[src/rtl/alu_result_buffer.sv]
// ---------------------------------------------------------------------------
// alu_result_buffer
//
// Execute-to-writeback buffer that sits directly behind the 3-bit-control
// ALU. Each accepted beat is captured together with its destination tag, a
// qualified write enable and zero/negative/illegal flags, then held in a
// 2-entry circular buffer. in_ready depends only on registered occupancy
// (and reset), so a writeback stall never creates a combinational path
// back into execute.
//
// Ports:
//   clk, reset        clock; synchronous active-high reset
//   flush             discard all buffered entries and the current input beat
//   in_valid/in_ready upstream handshake
//   in_result         ALU result
//   in_control        ALU control code that produced in_result
//   in_rd, in_wr_en   destination register index and raw write enable
//   out_valid/out_ready downstream handshake
//   out_result, out_rd, out_wr_en, out_zero, out_neg, out_illegal
//                     head entry payload, driven straight from registers
//   out_count         occupancy 0..2
// ---------------------------------------------------------------------------
module alu_result_buffer #(
    parameter int DATA_WIDTH     = 32,
    parameter int REG_ADDR_WIDTH = 5
) (
    input  logic                      clk,
    input  logic                      reset,
    input  logic                      flush,
    input  logic                      in_valid,
    output logic                      in_ready,
    input  logic [DATA_WIDTH-1:0]     in_result,
    input  logic [2:0]                in_control,
    input  logic [REG_ADDR_WIDTH-1:0] in_rd,
    input  logic                      in_wr_en,
    output logic                      out_valid,
    input  logic                      out_ready,
    output logic [DATA_WIDTH-1:0]     out_result,
    output logic [REG_ADDR_WIDTH-1:0] out_rd,
    output logic                      out_wr_en,
    output logic                      out_zero,
    output logic                      out_neg,
    output logic                      out_illegal,
    output logic [1:0]                out_count
);

    typedef struct packed {
        logic [DATA_WIDTH-1:0]     result;
        logic [REG_ADDR_WIDTH-1:0] rd;
        logic                      wr_en;
        logic                      zero;
        logic                      neg;
        logic                      illegal;
    } entry_t;

    // Control codes 110 and 111 are not defined for the ALU.
    function automatic logic is_illegal(input logic [2:0] control);
        return control[2] & control[1];
    endfunction

    // Register 0 is hard-wired and illegal results must never retire.
    function automatic logic qualify_wr_en(input logic                      wr_en,
                                           input logic [REG_ADDR_WIDTH-1:0] rd,
                                           input logic                      illegal);
        return wr_en && (rd != '0) && !illegal;
    endfunction

    logic [1:0] count;
    logic       wr_ptr;
    logic       rd_ptr;
    entry_t     mem [2];
    entry_t     head;
    entry_t     cap;
    logic       push;
    logic       pop;
    logic       load_in;
    logic       load_mem;

    assign in_ready  = (count != 2'd2) && !reset;
    assign out_valid = (count != 2'd0);
    assign out_count = count;

    assign push = in_valid && in_ready && !flush;
    assign pop  = out_valid && out_ready && !flush;

    always_comb begin
        cap         = '0;
        cap.result  = in_result;
        cap.rd      = in_rd;
        cap.illegal = is_illegal(in_control);
        cap.zero    = (in_result == '0);
        cap.neg     = in_result[DATA_WIDTH-1];
        cap.wr_en   = qualify_wr_en(in_wr_en, in_rd, cap.illegal);
    end

    // The head register takes the incoming beat when that beat becomes the
    // head on this edge (empty buffer, or one entry being replaced); it takes
    // the second stored entry when a full buffer pops. Otherwise it holds,
    // which keeps the payload stable under stall and leaves the last popped
    // beat visible once the buffer drains.
    assign load_in  = push && ((count == 2'd0) || ((count == 2'd1) && pop));
    assign load_mem = pop && (count == 2'd2);

    always_ff @(posedge clk) begin
        if (push) begin
            mem[wr_ptr] <= cap;
        end
    end

    always_ff @(posedge clk) begin
        if (reset) begin
            count  <= 2'd0;
            wr_ptr <= 1'b0;
            rd_ptr <= 1'b0;
            head   <= '0;
        end else if (flush) begin
            count  <= 2'd0;
            wr_ptr <= 1'b0;
            rd_ptr <= 1'b0;
        end else begin
            if (push) begin
                wr_ptr <= ~wr_ptr;
            end
            if (pop) begin
                rd_ptr <= ~rd_ptr;
            end
            case ({push, pop})
                2'b10:   count <= count + 2'd1;
                2'b01:   count <= count - 2'd1;
                default: count <= count;
            endcase
            if (load_in) begin
                head <= cap;
            end else if (load_mem) begin
                head <= mem[~rd_ptr];
            end
        end
    end

    assign out_result  = head.result;
    assign out_rd      = head.rd;
    assign out_wr_en   = head.wr_en;
    assign out_zero    = head.zero;
    assign out_neg     = head.neg;
    assign out_illegal = head.illegal;

endmodule

[config.mk]
export PLATFORM = sky130hd
export DESIGN_NAME = alu_result_buffer
export DESIGN_NICKNAME = d
export VERILOG_FILES = /design/src/rtl/alu_result_buffer.sv
export SDC_FILE = /design/constraint.sdc
export NUM_CORES = 1
export LEC_CHECK = 0
export ABC_AREA = 1
export CAP_MARGIN = 25
export CORE_MARGIN = 10
export CORE_UTILIZATION = 40
export CTS_BUF_LIST = sky130_fd_sc_hd__clkbuf_8
export DETAILED_ROUTE_END_ITERATION = 8
export GPL_ROUTABILITY_DRIVEN = 0
export SYNTH_ARGS = -nofsm -noshare
export SYNTH_HDL_FRONTEND = slang
export SYNTH_SLANG_ARGS = --single-unit
[constraint.sdc]
create_clock -name clk -period 9 [get_ports clk]
set_input_delay 0.9 -clock clk [delete_from_list [all_inputs] [get_ports clk]]
set_output_delay 0.9 -clock clk [all_outputs]
set_load 0.01 [all_outputs]
Yosys cells after proc, flatten, opt, wreduce, memory -nomap -nowiden
Memory sizes are Yosys's and may differ from the RTL's.
Cells that the tools add are included.
{"block": "word_totals", "regBits": 45, "ramBits": 82, "output_inout_bits": 45, "word_cells": 48, "mem_count": 1}
{"memory": "mem", "words": 2, "width": 41, "rd": 1, "rd_clocked_by_memory_dff": 0, "write_ports": 1, "line": "71", "text": "entry_t mem [2];"}
{"block": "op_classes", "addsub": 2, "n_eq_ne": 5, "mux": 5, "bitwise": 4, "n_reduce_logical": 22}
{"operator": "two-way mux 41 bit", "count": 2}
{"operator": "zero test 32 bit", "count": 1}
{"operator": "logical AND 1 bit", "count": 10}
{"operator": "nonzero test 2 bit", "count": 3}
{"operator": "nonzero test 5 bit", "count": 1}
{"operator": "== test 2 x 1 -> 1 bit, second input constant", "count": 2}
{"operator": "== test 2 bit, second input constant", "count": 2}
{"operator": "case mux 2 bit (2 select lines)", "count": 1}
{"operator": "zero test 1 bit", "count": 3}
{"operator": "NOT 1 bit", "count": 3}
{"operator": "adder 2 x 1 -> 2 bit, second input constant", "count": 1}
{"operator": "zero test 2 bit", "count": 1}
{"operator": "two-way mux 1 bit", "count": 2}
{"operator": "inequality test 2 bit, second input constant", "count": 1}
{"operator": "AND reduction 2 bit", "count": 1}
{"operator": "OR reduction 2 bit", "count": 1}
{"operator": "subtractor 2 x 1 -> 2 bit, second input constant", "count": 1}
{"operator": "AND 1 bit", "count": 1}
{"operator": "logical OR 1 bit", "count": 1}

Depth between registers and ports, before layout
Gate-level depths: netlist of the first run.
{"block": "logic_depth", "ltp_word": 8, "ltp_mapped": 13, "depth_no_buf": 11}

Worst setup path before layout of the first run
Ideal clock, no wire load.
{"block": "synth_timing", "path_kind": "input -> register", "start": "in reset", "end": "mem mem[1][0] (netlist bit) (enable)", "setup_ps": 439, "arrival_ps": 3003, "slack_ps": 5558, "path_stages": 5, "path_buffers": 0, "path_cell_list": "inv_2 nand2_4 nor3_4 inv_1 nor2_1"}
{"block": "synth_via", "elab_chain_cells": 6}
{"item": "from (decl)", "line": "28", "text": "input logic reset,"}
{"item": "zero test 1 bit", "line": "79", "text": "assign in_ready = (count != 2'd2) && !reset;"}
{"item": "logical AND 1 bit", "line": "79"}
{"item": "logical AND 1 bit (2 in a row)", "line": "83", "text": "assign push = in_valid && in_ready && !flush;"}
{"item": "two-way mux 1 bit", "line": "105", "text": "if (push) begin"}
{"item": "two-way mux 1 bit (implied by the code)", "line": "106", "text": "mem[wr_ptr] <= cap;"}
{"item": "to (decl)", "line": "71"}
Every way passes these cells.

Worst setup path in the final report of the first run
{"block": "layout_timing", "start": "in reset", "end": "reg head, in the netlist out_result[21]"}
{"block": "layout_via", "elab_chain_cells": 7}
{"item": "zero test 1 bit", "line": "79"}
{"item": "logical AND 1 bit", "line": "79"}
{"item": "logical AND 1 bit (2 in a row)", "line": "83"}
{"item": "logical AND 1 bit", "line": "101", "text": "assign load_in = push && ((count == 2'd0) || ((count == 2'd1) && pop));"}
{"item": "nonzero test 2 bit (no source line)"}
{"item": "AND reduction 2 bit (no source line)"}
{"item": "to (signal assigned)", "line": "133", "text": "head <= cap;"}
{"item": "to (signal assigned)", "line": "135", "text": "head <= mem[~rd_ptr];"}
{"item": "to (decl)", "line": "72", "text": "entry_t head;"}
Parallel ways exist; a longest one is shown, timed or not.
A chain may end at the register's enable or synchronous reset.

==> impl_metrics.json, run 1 <==
{
  "switching_power_mw": 0.273,
  "maxSlewViolCount": 0,
  "grt_setup_unrepaired": "false",
  "antenna_found_initial": 0,
  "hold_violations": 0,
  "clock-sinks": 124,
  "cp_cell_sequence": "clkdlybuf4s50_1 -> inv_2 -> nand2_4 -> nor3_4 -> nand2_2 -> buf_4 -> nand2_2 -> inv_2 -> nor2_1 -> nor2_1",
  "synthTopCellsByArea": "edfxtp_1 (45%), dfxtp_1 (16%), nand2_1 (15%)",
  "rr_startpoint": "out_count[0]",
  "finalSetupViolCount": 0,
  "power_mw": 1.21,
  "endpoint_kind": "flip-flop",
  "io-pin-count": 91,
  "cpPeakStageDelay_ps": 790,
  "syn_nets": 639,
  "drt_first_pass_iters": 4,
  "grt_max_degree": 48,
  "root_buffer": "clkbuf_8",
  "routed_wl_microns": 12800,
  "netlist_area_sq_mm": 0.00537,
  "postCtsSetupRepairBufs": 0,
  "worstPathRequired_ps": 9370,
  "clock_path_buffers": 2,
  "pwr-share-seq": 0.521,
  "postSynthCellCount": 589,
  "coreArea_sq_mm": 0.0132,
  "rows": 42,
  "grt_overflow": 0,
  "yosys_warnings": 0,
  "fin_nets": 722,
  "holdWs_ps": 525,
  "start_util": 0.407,
  "syn_to_final_growth_pct": 24.6,
  "reg2reg_to": "out_result[21]",
  "cts-htree-levels": 4,
  "cts_resized": 0,
  "critPathCapture": "out_result[21]",
  "grt_first_pass_wirelength_microns": 20500,
  "port-buffer-count": 89,
  "p_comb_frac": 0.091,
  "power.density_mw_per_mm2": 180,
  "num_vias": 3987,
  "drv_cap": 0,
  "post-route-period-util": 0.422,
  "reg2reg_depth": 9,
  "clk_pin_slew_ps": 70,
  "yosysMostFrequentCell": "nand2_1",
  "cts_made_buffers": 17,
  "ys.flop_type": "edfxtp_1",
  "max_slew_margin": 0.475,
  "fillers": 1227,
  "ctsHoldBuffers": 0,
  "power.leakage_nw": 2.72,
  "drtIter0Drc": 224,
  "place_hpwl_microns": 7970,
  "worstSetupPathType": "input pin to flip-flop",
  "clk-insertion-delay-late_ps": 440,
  "clockPowerShare": 0.388,
  "ys_types": 27,
  "grt_pass1_vias": 3977,
  "fin_cells": 861,
  "vias_per_cell": 4.63,
  "ant_nets": 0,
  "cp_slowest_cell": "inv_2",
  "period_needed_ps": 3800,
  "timing.fmax_mhz": 263,
  "synth-seq-cells": 124,
  "rrSetupSlack_ps": 5890,
  "die_w_microns": 136,
  "avgSynthCellArea_sq_um": 9.11,
  "yosysTopAreaCell": "edfxtp_1",
  "yosysSeqAreaShare": 0.612,
  "crit_path_start_kind": "input pin",
  "netlist.area_leader.share": 0.448,
  "dieArea_sq_mm": 0.0185,
  "antenna_cells": 0,
  "max-vdd-ir-drop_mv": 0.0815,
  "fp.dieH_microns": 136,
  "critPathArrivalTime_ps": 4180,
  "synth_commonest_cells": "nand2_1 (213), nor2_1 (104), edfxtp_1 (80), dfxtp_1 (44), o21ai_0 (41)",
  "status": "finished, final reports clean",
  "worstSetupStartpoint": "reset",
  "cts_tree": "yes",
  "drive_gt1_frac": 0.107,
  "synth-edff-count": 80,
  "drc": 0,
  "grt_usage": 0.144,
  "tightest_slew_ps": 787,
  "p_int_mw": 0.933,
  "tns_ps": 0,
  "placed_cells": 829,
  "async_flop_share": 0,
  "routedWlPerCell_microns": 14.9,
  "fin_skew_ps": 12.1,
  "hold_depth": 2,
  "hp-class": "flip-flop to flip-flop",
  "crit_path_max_fanout": 47,
  "p_sw_frac": 0.226
}
logic make-up after synthesis:
group,synth area share
AO/OA/AOI/OAI,0.0466
XOR/XNOR,0.00163
adder cells (fa/ha/maj),0.00932
buffers and inverters,0.0578
flip-flops,0.612
AND/OR/NAND/NOR,0.273
final cells by class:
class                   instances  area [sq um]  area share
flip-flops and latches        124          3280       0.491
multi-input cells             414          1790       0.268
repair buffers                 94           928       0.139
clock buffers                  20           275      0.0412
well taps                     176           220      0.0329
clock inverters                12           105      0.0157
inverters                      21          86.3      0.0129
cells in the final DEF (no fill, tap or decap), drive strengths merged:
cell,Yosys,layout
nor3,2,2
a21oi,3,3
nor2,106,106
inv,20,24
dfxtp,44,44
nand3,5,5
xor2,1,1
ha,4,4
clkinvlp,0,1
edfxtp,80,80
o21ai,47,47
nand4,1,1
bufinv,0,2
clkinv,1,6
clkbuf,14,20
buf,16,5
nand2,245,245
clkdlybuf4s50,0,89
state kept, by name, summed over array words and instances (netlist names):
register     cells
wr_ptr           1
rd_ptr           1
out_zero         1
out_count        2
out_rd           5
mem             80
out_illegal      1
out_wr_en        1
out_result      32
routing by layer:
metal	wire length [microns]	vias to the layer above	GRT usage
li1	-	2045	-
met1	5690	1839	0.176
met2	6320	95	0.232
met3	658	8	0.0369
met4	143	0	0.0664
met5	0	-	0
power groups by stage:
stage	Sequential [mW]	Clock (mW)	Combinational, mW
6_report	0.629	0.468	0.109
3_3_place_gp	0.640	0	0.110
5_1_grt	0.630	0.506	0.122
4_1_cts	0.629	0.481	0.112
3_5_place_dp	0.641	0	0.111
2_1_floorplan	0.646	0	0.0487
how the worst min path moves through the flow:
stage | to | start | slack (ps)
2_1_floorplan | wr_ptr | wr_ptr | 490
3_3_place_gp | out_result[10] | out_result[10] | 500
3_5_place_dp | out_result[28] | out_result[28] | 510
4_1_cts | out_result[28] | out_result[28] | 530
5_1_grt | out_rd[4] | out_rd[4] | 560
6_report | out_result[28] | out_result[28] | 530
per-stage QoR:
stage	cell area [sq um]	util	setup slack (ps)
2_1_floorplan	5370	-	5560
3_3_place_gp	6310	0.478	4700
3_5_place_dp	6310	0.478	4660
4_1_cts	6690	0.507	5140
5_1_grt	6690	0.507	4720
6_report	6690	0.507	5200
worst max-delay path: cells and delay by family:
kind / cells / cell delay [ps]
and+or+nand+nor: 6 / 1180
buffers and inverters: 4 / 2060
Power figures use the tool's default switching activity.
==> run 2: changes to the inputs <==
clock period = 3.7 ns   (was 9 ns; I/O delays follow)
==> run 2 against run 1 <==
First-iteration DRC count up 13%; design area up 0.84%; combinational power up 140%; critical endpoint is now in_ready; clock skew down 2.4 ps; setup slack worse by 3700 ps; count of clock-buffer cells in the layout down 3; wire length down 1.6%; global-route usage down 0.30 points.
==> impl_metrics.json, run 2 (synthesis results as in run 1) <==
{
  "grt_setup_unrepaired": "false",
  "fin_nets": 725,
  "crit_path_start_kind": "flip-flop",
  "power.leakage_nw": 2.73,
  "rows": 42,
  "postCtsSetupRepairBufs": 0,
  "path_delay_family": "buffers and inverters",
  "crit_path_max_fanout": 4,
  "fp.dieH_microns": 136,
  "drv_cap": 0,
  "period_needed_ps": 2210,
  "cts_tree": "yes",
  "post-route-period-util": 0.596,
  "routedWlPerCell_microns": 14.6,
  "clk-insertion-delay-late_ps": 430,
  "cp_slowest_cell": "clkdlybuf4s50_1",
  "grt_usage": 0.141,
  "drive_gt1_frac": 0.112,
  "routed_wl_microns": 12600,
  "root_buffer": "clkbuf_8",
  "grt_overflow": 0,
  "final_cell_mix": "nand2_1 (213), nor2_1 (102), clkdlybuf4s50_1 (89), edfxtp_1 (80), dfxtp_1 (44)",
  "cts-htree-levels": 4,
  "cp_cell_sequence": "inv_1 -> ha_1 -> nor2_1 -> clkdlybuf4s50_1",
  "grt_max_degree": 42,
  "place_hpwl_microns": 8030,
  "fin_cells": 864,
  "status": "finished, final reports clean",
  "coreArea_sq_mm": 0.0132,
  "grt_pass1_vias": 3928,
  "largest_reg_flops": 80,
  "syn_to_final_growth_pct": 25.6,
  "worstPathRequired_ps": 3330,
  "drtIter0Drc": 252,
  "antenna_cells": 0,
  "clock-sinks": 124,
  "hold_violations": 0,
  "io-pin-count": 91,
  "grt_first_pass_wirelength_microns": 20400,
  "tns_ps": 0,
  "cts_resized": 0,
  "maxSlewViolCount": 0,
  "ant_nets": 0,
  "max_slew_margin": 0.496,
  "finalSetupViolCount": 0,
  "regMostFlops": "mem",
  "drc": 0,
  "clock_path_buffers": 2,
  "path_buf_inv": 2,
  "antenna_found_initial": 0,
  "final_common_cell": "nand2_1",
  "fin_skew_ps": 9.75,
  "dieArea_sq_mm": 0.0185,
  "clk_pin_slew_ps": 70,
  "endpoint_kind": "primary output",
  "critPathArrivalTime_ps": 1840,
  "ctsHoldBuffers": 0,
  "vias_per_cell": 4.63,
  "num_vias": 3997,
  "timing.fmax_mhz": 453,
  "worstSetupPathType": "flip-flop to primary output",
  "drt_first_pass_iters": 5,
  "tightest_slew_ps": 756,
  "power_mw": 3.04,
  "port-buffer-count": 89,
  "die_w_microns": 136,
  "power.density_mw_per_mm2": 450,
  "cts_made_buffers": 17,
  "start_util": 0.407,
  "cpPeakStageDelay_ps": 540,
  "max-vdd-ir-drop_mv": 0.212,
  "hp-class": "flip-flop to flip-flop",
  "placed_cells": 832
}
run 2: changes by cell type in the layout (fill, tap and decap cells not counted), sizes merged:
cell | previous run | this run
clkbuf | 20 | 17
bufinv | 2 | 4
buf | 5 | 8
clkinv | 6 | 8
clkinvlp | 1 | 3
inv | 24 | 21
run 2: metrics by stage:
stage	instance area, sq um	hold WS [ps]	setup slack (ps)	util
6_report	6740	516	1490	0.511
5_1_grt	6740	565	1340	0.511
4_1_cts	6740	524	1470	0.511
3_5_place_dp	6330	505	1270	0.480
3_3_place_gp	6330	504	1290	0.480
2_1_floorplan	5370	469	491	-
run 2: final timing paths:
kind | startpoint | end | slack (ps) | cells after the start
hold / removal | out_result[10] | out_result[10] | 520 | 2
setup reg to reg | out_count[0] | mem[1][6] | 1520 | 6
hold reg to reg | out_result[10] | out_result[10] | 520 | 2
setup / recovery | out_count[0] | in_ready | 1490 | 4
run 2: tightest hold or removal path, delay by kind of cell (launching register included):
kind / cells / cell delay, ps
AND/OR/NAND/NOR: 1 / 90
AO/OA/AOI/OAI: 1 / 70
flip-flops: 1 / 330
run 2: power breakdown:
group / internal, mW / switching (mW) / total, mW
registers: 1.51 / 0.0161 / 1.53
clock network: 0.719 / 0.520 / 1.24
logic: 0.123 / 0.144 / 0.267
run 2: area by class of cell:
class	count	area [sq um]
Timing Repair Buffer	97	951
Sequential cell	124	3280
Tap cell	176	220
Fill cell	1222	6450
Clock buffer	17	234
Clock inverter	15	180
Multi-Input combinational cell	414	1790
Inverter	21	86.3
run 2: routing by layer:
layer / vias up / global-route usage / part of all wire
li1: 2053 / - / -
met1: 1855 / 0.172 / 0.44
met2: 87 / 0.234 / 0.50
met3: 2 / 0.0439 / 0.057
met4: 0 / 0.0395 / 0.0048
met5: - / 0 / 0
